==> config.mk <==
export PLATFORM = sky130hd
export DESIGN_NAME = mr_sched
export DESIGN_NICKNAME = d
export VERILOG_FILES = /design/src/rtl/mr_sched.sv
export SDC_FILE = /design/constraint.sdc
export NUM_CORES = 1
export LEC_CHECK = 0
export CAP_MARGIN = 20
export CORE_MARGIN = 4
export CORE_UTILIZATION = 45
export CTS_BUF_LIST = sky130_fd_sc_hd__clkbuf_8 sky130_fd_sc_hd__clkbuf_16
export CTS_CLUSTER_DIAMETER = 40
export DETAILED_ROUTE_END_ITERATION = 8
export MAX_ROUTING_LAYER = met4
export PLACE_DENSITY = 0.75
export SYNTH_ARGS = -nofsm -noshare
export SYNTH_HDL_FRONTEND = slang
export SYNTH_SLANG_ARGS = --single-unit
==> constraint.sdc <==
create_clock -name clk -period 5.5 [get_ports clk]
set_input_delay 1.1 -clock clk [delete_from_list [all_inputs] [get_ports clk]]
set_output_delay 1.1 -clock clk [all_outputs]
set_load 0.05 [all_outputs]
==> src/rtl/mr_sched.sv <==
// mr_sched: two-requester round-robin scheduler for a shared Kyber/Dilithium modular-reduction
// unit, with mode draining, credit-based flow control and an in-order FWFT result FIFO.
module mr_sched #(
    parameter int TAG_W      = 8,
    parameter int FIFO_DEPTH = 8
) (
    input  logic             clk,
    input  logic             rst,
    input  logic [1:0]       req_valid,
    input  logic [1:0]       req_mode,
    input  logic [45:0]      req_d0,
    input  logic [45:0]      req_d1,
    input  logic [TAG_W-1:0] req_tag0,
    input  logic [TAG_W-1:0] req_tag1,
    output logic [1:0]       req_ready,
    output logic             mr_mode,
    output logic [45:0]      mr_d,
    input  logic [23:0]      mr_result,
    output logic             res_valid,
    input  logic             res_ready,
    output logic             res_id,
    output logic [TAG_W-1:0] res_tag,
    output logic [23:0]      res_data
);
    localparam int AW = $clog2(FIFO_DEPTH);
    localparam int CW = AW + 1;

    typedef enum logic [1:0] {IDLE, ISSUE, DRAIN} state_t;
    state_t state, state_nx;

    logic                        ptr;
    logic [2:0]                  sh_v;
    logic [2:0]                  sh_id;
    logic [2:0]                  sh_mode;
    logic [2:0][TAG_W-1:0]       sh_tag;

    logic [CW-1:0]               fifo_cnt;
    logic [AW-1:0]               wr_ptr;
    logic [AW-1:0]               rd_ptr;
    logic [FIFO_DEPTH-1:0]       mem_id;
    logic [TAG_W-1:0]            mem_tag  [FIFO_DEPTH];
    logic [23:0]                 mem_data [FIFO_DEPTH];

    logic                        cand;
    logic                        cand_mode;
    logic                        any_valid;
    logic                        grant;
    logic                        mode_flip;
    logic [CW:0]                 used;
    logic                        credit;
    logic                        push;
    logic                        pop;
    logic                        fifo_empty;
    logic                        fifo_full;
    logic [23:0]                 push_data;

    assign any_valid = |req_valid;
    assign cand      = req_valid[ptr] ? ptr : ~ptr;
    assign cand_mode = req_mode[cand];

    // Credit counts everything that will land in the FIFO; a pop in this same cycle is not credited.
    assign used   = {1'b0, fifo_cnt} + (CW+1)'(sh_v[0]) + (CW+1)'(sh_v[1]) + (CW+1)'(sh_v[2]);
    assign credit = used < (CW+1)'(FIFO_DEPTH);

    always_comb begin
        state_nx  = state;
        grant     = 1'b0;
        mode_flip = 1'b0;
        req_ready = '0;
        case (state)
            IDLE: begin
                if (any_valid) state_nx = ISSUE;
            end
            ISSUE: begin
                if (!any_valid) begin
                    state_nx = IDLE;
                end else if (cand_mode != mr_mode) begin
                    state_nx = DRAIN;
                end else if (credit) begin
                    grant           = 1'b1;
                    req_ready[cand] = 1'b1;
                end
            end
            DRAIN: begin
                // Stage 2 leaves at this edge, so the new mode first appears with an empty pipe.
                if (sh_v[1:0] == '0) begin
                    mode_flip = 1'b1;
                    state_nx  = ISSUE;
                end
            end
            default: state_nx = IDLE;
        endcase
    end

    always_ff @(posedge clk) begin
        if (rst) begin
            state   <= IDLE;
            ptr     <= 1'b0;
            mr_mode <= 1'b0;
            mr_d    <= '0;
            sh_v    <= '0;
            sh_id   <= '0;
            sh_mode <= '0;
            sh_tag  <= '0;
        end else begin
            state   <= state_nx;
            mr_d    <= grant ? (cand ? req_d1 : req_d0) : '0;
            sh_v    <= {sh_v[1:0], grant};
            sh_id   <= {sh_id[1:0], cand};
            sh_mode <= {sh_mode[1:0], mr_mode};
            sh_tag  <= {sh_tag[1], sh_tag[0], (cand ? req_tag1 : req_tag0)};
            if (grant) ptr <= ~cand;
            if (mode_flip) mr_mode <= ~mr_mode;
        end
    end

    assign push       = sh_v[2];
    assign fifo_empty = (fifo_cnt == '0);
    assign fifo_full  = (fifo_cnt == CW'(FIFO_DEPTH));
    assign pop        = res_valid & res_ready;
    assign push_data  = sh_mode[2] ? mr_result : {11'd0, mr_result[12:0]};

    always_ff @(posedge clk) begin
        if (rst) begin
            fifo_cnt <= '0;
            wr_ptr   <= '0;
            rd_ptr   <= '0;
        end else begin
            if (push) wr_ptr <= wr_ptr + AW'(1);
            if (pop)  rd_ptr <= rd_ptr + AW'(1);
            case ({push, pop})
                2'b10:   fifo_cnt <= fifo_cnt + CW'(1);
                2'b01:   fifo_cnt <= fifo_cnt - CW'(1);
                default: fifo_cnt <= fifo_cnt;
            endcase
        end
    end

    always_ff @(posedge clk) begin
        if (!rst && push) begin
            mem_id[wr_ptr]   <= sh_id[2];
            mem_tag[wr_ptr]  <= sh_tag[2];
            mem_data[wr_ptr] <= push_data;
        end
    end

    // Outputs are masked while empty so the unreset storage never shows through.
    assign res_valid = ~fifo_empty;
    assign res_id    = fifo_empty ? 1'b0 : mem_id[rd_ptr];
    assign res_tag   = fifo_empty ? '0 : mem_tag[rd_ptr];
    assign res_data  = fifo_empty ? '0 : mem_data[rd_ptr];

    no_push_when_full: assert property (@(posedge clk) disable iff (rst) !(push && fifo_full));

endmodule

==> results of run 1 <==
## flip-flops by register name, summed over array words and instances, names as in the netlist, named ones only
signal	count
state	2
sh_v	3
mr_d	46
mem_data	192
sh_tag	24
ptr	1
wr_ptr	3
sh_id	3
mem_tag	64
mr_mode	1
mem_id	8
fifo_cnt	4
rd_ptr	3
sh_mode	3
## cell usage after synthesis, types with 7 or more instances
| cell type | instances | area [um^2] |
|---|---|---|
| inv_1 | 7 | 26.3 |
| dfxtp_1 | 96 | 1920 |
| mux2i_1 | 35 | 350 |
| mux4_2 | 66 | 1490 |
| ha_1 | 7 | 87.6 |
| buf_2 | 15 | 75.1 |
| nor2_1 | 65 | 244 |
| clkbuf_1 | 16 | 60.1 |
| a21oi_2 | 29 | 254 |
| buf_1 | 11 | 41.3 |
| and2_1 | 12 | 75.1 |
| nor2b_1 | 27 | 169 |
| edfxtp_1 | 264 | 7930 |
| nand2_1 | 116 | 435 |
| a21oi_1 | 32 | 160 |
## power by group
group          switching, mW  total, mW  internal, mW
clock                   1.09       2.84          1.76
combinational          0.223      0.415         0.192
sequential            0.0217       2.95          2.92
total                   1.33       6.21          4.87
## how the worst max path moves through the flow
| stage | start | endpoint | cells past startpoint |
|---|---|---|---|
| 3_3_place_gp | req_valid[0] | req_ready[0] | 7 |
| 2_1_floorplan | rst | mem_data[0][0] | 3 |
| 5_1_grt | register | res_data[6] | 5 |
| 4_1_cts | register | res_data[6] | 5 |
| 6_report | req_valid[0] | req_ready[0] | 7 |
| 3_5_place_dp | req_valid[0] | req_ready[0] | 7 |
## metal layers
metal / GRT usage [%] / vias to the layer above / wire length [um]
li1: - / 3568 / -
met1: 21.1 / 3821 / 11400
met2: 30.0 / 307 / 14500
met3: 4.70 / 56 / 2140
met4: 5.34 / 0 / 723
met5: - / - / 0
## final cells by class
type	count	area, um^2
fill	2227	12000
sequential	360	9860
multi-input combinational	420	3590
timing repair buffer	237	2350
clock buffer	47	1150
tap	390	488
clock inverter	33	319
inverter	8	30.0
## worst max-delay path, cell delays in order
cell and delay, ps:
clkdlybuf4s50_1 470, nor2b_1 330, a211oi_1 90, nor2b_1 250, nand2_1 140, nor2_1 110, clkdlybuf4s50_1 800
## through the flow
step	utilization, %	std cells	cell area [um^2]	hold WS, ps	worst slack (ps)
after floorplan	-	835	13600	414	306
after global placement	54.8	1415	16300	417	1130
after detailed placement	54.8	1415	16300	420	1100
after CTS	59.7	1495	17800	430	1070
after global routing	59.7	1495	17800	445	932
final	59.7	1495	17800	430	1110
## cell families (layout without fill, tap and decap cells)
logic type / Yosys count / in the layout / share of synthesized area, %
buffers and inverters: 55 / 325 / 1.87
adders and majority gates: 9 / 9 / 0.936
AOI/OAI and AO/OA: 68 / 68 / 3.37
xor gates and xnor gates: 7 / 7 / 0.450
and+or+nand+nor: 234 / 234 / 7.57
muxes: 102 / 102 / 13.6
DFF: 360 / 360 / 72.2
==> summary by stage, run 1 <==
GRT
The total global-route track usage is 17.8%. Global routing finished with a remaining overflow of 0. The first global-routing pass estimated 44400 um of wire.

The largest net degree at the start of global routing is 56. The number of global-route vias before repair is 8121. The number of antenna violations at the first check in global routing is 0.

Setup path
At the worst endpoint, the required time is 4400 ps. The worst reg-to-reg setup slack is 2620 ps. At the worst endpoint, the arrival time is 3290 ps. The startpoint identified for the worst register-to-register timing path is fifo_cnt[0].

The endpoint identified for the worst register-to-register timing path is fifo_cnt[3]. The critical setup path kind is in2out. The maximum fanout along the worst path is 4. Counting cells, the worst reg-to-reg path comes to 11. STA classifies the critical path startpoint as an input port. The endpoint kind of the worst setup timing path is an output port.

Final layout
Leaving out fill and tap cells, the most frequent cells in the layout are 264 x edfxtp_1, 220 x clkdlybuf4s50_1, 116 x nand2_1. The repair_antennas step left the layout with diodes totalling 0. The area added between synthesis and finish is 30.5%.

At the end of the flow, the number of nets in the layout was 1219. Cells with a size suffix above 1 make up 17.8% of the layout. The most common library cell in the layout ignoring fill and taps is edfxtp_1.

Yosys
The post-synthesis instance total is 835. During synthesis, Yosys emitted a total of 0 warnings. The sequential area share after synthesis is 72.2%.

Synthesis inferred 360 register bits. Yosys mapped a number of flops with a built-in enable equal to 264. The post-synthesis average cell area is 16.3 um^2. The most frequently used flop master after synthesis is edfxtp_1. The netlist area before placement is 0.0136 mm^2.

The number of different library cells in the post-synthesis netlist is 36. The net count after synthesis is 983. For this run, asynchronously set or reset flops after synthesis account for 0%.

Timing
The achievable frequency is 228 MHz. Setup repair after global routing left no endpoint under its margin. The clock period could shrink to 4390 ps. The max-slew headroom at the worst pin is 55.2%. The number of pins with negative max-slew slack in the final report is 0. The final-report hold violation count is 0. On the final layout, the worst clock skew is 27.7 ps. The number of endpoints failing setup at the final stage is 0. The pin slew with the least headroom to its limit is 673 ps. The share of the cycle needed by the critical path after routing is 79.9%. The final setup TNS is 0 ps.

Die
The core region is 0.0298 mm^2. The area enclosed by the die boundary is 0.0331 mm^2. The initialized floorplan defines 63 standard-cell rows. The top-level port count is 222. Once the floorplan was initialized, standard cells occupied 45.8% of the core.

Measured along the y axis, the die boundary spans 182 um. The floorplan die width is 182 um.

CTS
The count of H-tree levels built during CTS is 2. The maximum number of buffers from clock root to sink is 3. The post-CTS setup buffer count is 0. The number of clock sinks is 360. The clock latency on the worst-skew pair is 540 ps. In this run, post-CTS repair resized a total of 0 instances. The total clock buffers created by CTS is 44. TritonCTS built the clock tree. Clock tree synthesis selected as its root buffer the cell clkbuf_16. Clock-pin slew was measured on the worst setup and hold paths at 50 ps. The number of hold-repair buffers added at the cts stage is 0.

Route
The count of vias placed by the detailed router is 7752. The first-pass iteration count of the detailed router is 5. The aggregate routed wire length is 28800 um. The starting DRC count in detailed routing is 496. The antenna violation net count after detailed routing is 0. The final routed wire length divided by cell count is 19.3 um. The number of remaining DRC errors is 0. The via density per instance is 5.19.

Placed design
The half-perimeter wire length after detailed placement is 18000 um. At the end of routability-driven placement, the weighted congestion stood at 0.778. In this run the tool buffered the top-level ports with 221 buffer cells.

Hold path
The sink of the worst hold path is sh_mode[1]. The startpoint of the worst hold path is sh_mode[0]. The number of cells on the worst hold path is 1. The type of the worst min-delay path is reg2reg.

Flow run
The number of max-cap violations is 0.

Power
In this run the power density over the cells is 349 mW/mm^2. VDD sags by at most 201 uV. The leakage dissipation is 5.80 nW. The total power consumption of the routed design is 6.21 mW.

Run status
The flow ran to the end, and the final reports show no timing, DRC or antenna violations.
Note: power is estimated with default switching activity, not from simulation.
==> run 2: changes to the inputs <==
==> constraint.sdc (replaced) <==
create_clock -name clk -period 4.5 [get_ports clk]
set_input_delay 0.9 -clock clk [delete_from_list [all_inputs] [get_ports clk]]
set_output_delay 0.9 -clock clk [all_outputs]
set_load 0.05 [all_outputs]
==> summary by stage, run 2 (same netlist as run 1, synthesis figures left out) <==
Final layout
In the layout the commonest cells are 264 x edfxtp_1, 219 x clkdlybuf4s50_1, 116 x nand2_1. In the final layout, the registers with the most flip-flops are mem_data x192, mem_tag x64, mr_d x46. Measured on the finished design, the core utilization comes to 59.7%.

After routing the design area is 0.0178 mm^2. Summing all flip-flop and latch instances after layout gives 0.00986 mm^2. The diode insertion count for antenna repair is 0.

The post-route netlist has 18.2% of its cells at a drive strength greater than 1. After filler insertion, the fill cell instance count of the layout stands at 2194. The most flop-heavy register is mem_data.

The most common library cell in the layout ignoring fill and taps is edfxtp_1. The final layout net count is 1222. The area occupied by multi-input gates is 0.00359 mm^2.

The flip-flop count of the largest register after layout is 192. Compared with the post-synthesis result, the final layout area differs by 30.5%.

Setup path
The count of cells along the worst register-to-register path is 11. The reg-to-reg critical path startpoint is fifo_cnt[0]. The total buffers and inverters traversed by the critical path is 1. The critical setup path kind is reg2out. Among cell families on the critical path, the largest total delay comes from buffers and inverters.

The maximum cell stage delay along the critical path is 800 ps. Walking the worst path, the cells encountered are fa_1 > ha_1 > and3_1 > o21ai_1 > and4b_1 > nand2_1 > nor2_1 > clkdlybuf4s50_1. The cell with the largest stage delay on the worst path is clkdlybuf4s50_1. Data arrives at the worst endpoint at 3130 ps. The endpoint identified for the worst register-to-register timing path is fifo_cnt[3]. The worst reg-to-reg setup slack is 1590 ps. In this run the worst path has a maximum fanout of 5. The endpoint kind of the worst setup timing path is an output port. The nature of the critical path startpoint is a register. For the worst setup path, the data required time is 3600 ps.

Power
In this run the power density over the cells is 424 mW/mm^2. The worst IR drop on VDD is 221 uV. In this run the static leakage power is 5.81 nW.

CTS
The total clock buffers created by CTS is 43. The clock transition at the registers of the reported paths is 60 ps. Post-CTS timing repair inserted 0 buffers for setup. The number of hold-repair buffers added at the cts stage is 0. The count of H-tree levels built during CTS is 2. The maximum number of buffers from clock root to sink is 3. The count of instances resized after the clock tree is built is 0. The number of clock sinks is 360. The clock latency on the worst-skew pair is 540 ps.

The cell chosen for the clock root is clkbuf_16. TritonCTS built the clock tree.

Run status
The run finished with clean final reports.

Die
The floorplan die width is 182 um. The area enclosed by the die boundary is 0.0331 mm^2. For this design the top-level I/O count stands at 222. The row count is 63. The placeable core region is 0.0298 mm^2. The starting density of the core is 45.8%.

Measured along the y axis, the die boundary spans 182 um.

Placed design
The final estimated routing congestion in global placement is 0.777. The half-perimeter wire length after detailed placement is 18100 um. The cell area reported after detailed placement is 0.0163 mm^2. The count of buffers from port buffering is 221.

Route
The first routing iteration left 543 violations. The first-pass iteration count of the detailed router is 5. The routed layout has 7692 vias.

In this run the remaining antenna-violating nets after routing total 0. The final routed wire length divided by cell count is 19.5 um. The number of remaining DRC errors is 0. The via density per instance is 5.13. The aggregate routed wire length is 29200 um.

Timing
The achievable frequency is 248 MHz. Measured against its own limit, the worst slew margin works out to 28.7%. The number of pins with negative max-slew slack in the final report was 0. After layout, the worst path uses 89.5% of the clock period. For the finished layout, the period the worst path requires is 4030 ps. The final-report hold violation count is 0. Setup repair after global routing left no endpoint under its margin. The number of endpoints failing setup at the final stage is 0.

The clock skew is 20.8 ps. The pin slew with the least headroom to its limit is 1070 ps.

Hold path
The tightest min-delay check is of the reg2reg type. The worst hold path begins at sh_tag[14]. The number of cells on the worst hold path is 1. The sink of the worst hold path is sh_tag[22].

GRT
The number of antenna violations at the first check in global routing is 0. Entering global routing, the biggest net connects 56 pins. The first-pass GRT wire length is 45000 um. Global routing consumed, over all layers together, 18.0% of the routing resources. After global routing the overflow that remains totals 0. The number of global-route vias before repair was 8196.

Flow run
Max-cap violations in this run came to 0.
==> run 2: changes by cell type in the layout (fill, tap and decap cells not counted), sizes merged <==
cell,before,now
buf,17,22
clkinvlp,4,3
inv,23,24
clkdlybuf4s50,220,219
clkinv,9,11
clkbuf,47,44
==> run 2: metal layers <==
metal / vias to the layer above / part of all wire (%) / global-route usage (%)
met1: 3731 / 38 / 20.8
met3: 61 / 7.6 / 4.68
met4: 0 / 2.6 / 5.58
met5: - / 0 / -
met2: 334 / 51 / 31.1
li1: 3566 / - / -
==> run 2: worst max-delay path by stage <==
stage	slack, ps	endpoint	cells past startpoint	from
5_1_grt	250	res_data[4]	5	register
3_5_place_dp	510	req_ready[0]	7	req_valid[0]
2_1_floorplan	-490	mem_data[0][0]	3	rst
6_report	470	req_ready[0]	8	fifo_cnt[0]
3_3_place_gp	550	req_ready[0]	7	req_valid[0]
4_1_cts	380	res_data[4]	5	register
==> run 2: power by group <==
group / switching [mW] / internal [mW] / total [mW]
Combinational: 0.276 / 0.235 / 0.512
Clock: 1.34 / 2.09 / 3.43
Sequential: 0.0246 / 3.57 / 3.60
Total: 1.64 / 5.90 / 7.54
==> run 2: final cells by class <==
class,count,share of cell area [%]
clock buffers,44,6.19
clock inverters,35,1.94
inverters,8,0.169
multi-input cells,420,20.2
flip-flops and latches,360,55.4
well taps,390,2.74
repair buffers,241,13.4
==> run 2: per-stage QoR <==
| stage | power [mW] | setup TNS, ps | hold slack (ps) | setup slack [ps] | std cells |
|---|---|---|---|---|---|
| after floorplan | 3.95 | -32630 | 414 | -494 | 835 |
| after global placement | 4.18 | 0 | 417 | 551 | 1419 |
| after detailed placement | 4.19 | 0 | 420 | 507 | 1419 |
| after CTS | 7.61 | 0 | 433 | 379 | 1498 |
| after global routing | 7.82 | 0 | 445 | 250 | 1498 |
| final | 7.54 | 0 | 429 | 473 | 1498 |
==> run 2: worst reg2reg max path, delay by kind of cell (launching register included) <==
family	cells	cell delay (ps)
AOI/OAI and AO/OA	3	500
xor gates and xnor gates	1	100
adders and majority gates	2	520
buffers and inverters	2	510
DFF	1	380
and+or+nand+nor	3	820
==> RTL edit: new RTL, config.mk and constraints of run 2 <==
`TAG_W`: 8 -> 6.
--- a/src/rtl/mr_sched.sv
+++ b/src/rtl/mr_sched.sv
@@ -3,3 +3,3 @@
 module mr_sched #(
-    parameter int TAG_W      = 8,
+    parameter int TAG_W      = 6,
     parameter int FIFO_DEPTH = 8
Ports: changed (resized req_tag0, req_tag1 and res_tag); port bits go from 222 to 216. No check against the original RTL was run, so the function may have changed too.
==> RTL edit against run 2 <==
Wire length down 6.9%; setup slack got worse by 92 ps; register-to-register slack got worse by 40 ps; sequential cell count is 22 lower; hold slack improved by 2.3 ps; area after synthesis fell by 6.7%; power fell by 5.5%; cell area fell by 5.5%; synthesized cell count down 5.1%.
==> RTL edit: results (changes against run 2) <==
| Metric | Value |
|---|---|
| Placed cell area | 15,400 µm² (-5.8%) |
| FMAX | 243 MHz (-2.2%) |
| Hpwl dp | 16,800 µm (-6.9%) |
| Clk_skew | 25.2 ps (+4.36 ps) |
| Relative contribution of the clock network to total power | 0.462 (+0.007) |
| Layout cells sized above 1 | 0.161 (-0.0216) |
| Number of nets at the end of the flow | 1,173 (-4.0%) |
| Gr usage total | 0.180 (about the same) |
| Met2 Wirelength | 13,500 µm (-9.4%) |
| Hold Path End | sh_mode[2] |
| Final weighted congestion in routability-driven placement | 0.787 (+1.3%) |
| Metal-1 WL | 11,000 µm (-1.9%) |
| Final-layout worst hold slack | 432 ps (+2.33 ps) |
| Number of distinct library cell variants in the gate-level netlist after synthesis | 35 (-2.8%) |
| Complex-gate fraction of the synthesized area | 0.0270 (-0.00664) |
| Avg Vias per Cell | 5.12 (-0.38%) |
| Top post-synthesis cells by area | sky130_fd_sc_hd__edfxtp_1, sky130_fd_sc_hd__dfxtp_1, sky130_fd_sc_hd__mux4_2, sky130_fd_sc_hd__nand2_1, sky130_fd_sc_hd__mux2i_1 |
| Peak supply drop | 0.254 mV (+15%) |
| Seq/Total Area, Yosys | 0.727 (+0.00438) |
| Outcome | finished, final reports clean |
| Stage delay of the slowest cell on the critical path | 820 ps (+20 ps) |
| Syn nets | 936 (-4.8%) |
| Leak | 5.70 nW (-2.0%) |
| Wire length of the first global-routing pass | 41,800 µm (-7.2%) |
| Logic gate share of total power | 0.064 (-0.004) |
| Fraction of synthesized cell area in xor and xnor cells | 0.00551 (+0.00101) |
| Arithmetic-cell share of the synthesized area counting full adders, half adders and majority gates | 0.0100 (+0.000668) |
==> RTL edit: how the worst max path moves through the flow <==
stage,start,endpoint,cells past startpoint
6_report,req_valid[0],req_ready[0],7
3_3_place_gp,req_valid[0],req_ready[0],7
3_5_place_dp,req_valid[0],req_ready[0],7
5_1_grt,req_valid[0],req_ready[1],7
2_1_floorplan,rst,mem_data[0][0],3
4_1_cts,req_valid[0],req_ready[0],7
==> RTL edit: cell type report <==
| type | count | area, µm² | share of cell area |
|---|---|---|---|
| clock buffers | 45 | 1110 | 0.0663 |
| clock inverters | 35 | 299 | 0.0178 |
| inverters | 9 | 33.8 | 0.00201 |
| multi-input cells | 401 | 3320 | 0.197 |
| flip-flops and latches | 338 | 9260 | 0.551 |
| well taps | 378 | 473 | 0.0281 |
| repair buffers | 236 | 2320 | 0.138 |
==> RTL edit: routing by layer <==
metal,up-vias,global-route usage
met1,3626,0.221
met2,284,0.299
li1,3418,-
met4,0,0.0591
met3,48,0.0433
met5,-,-
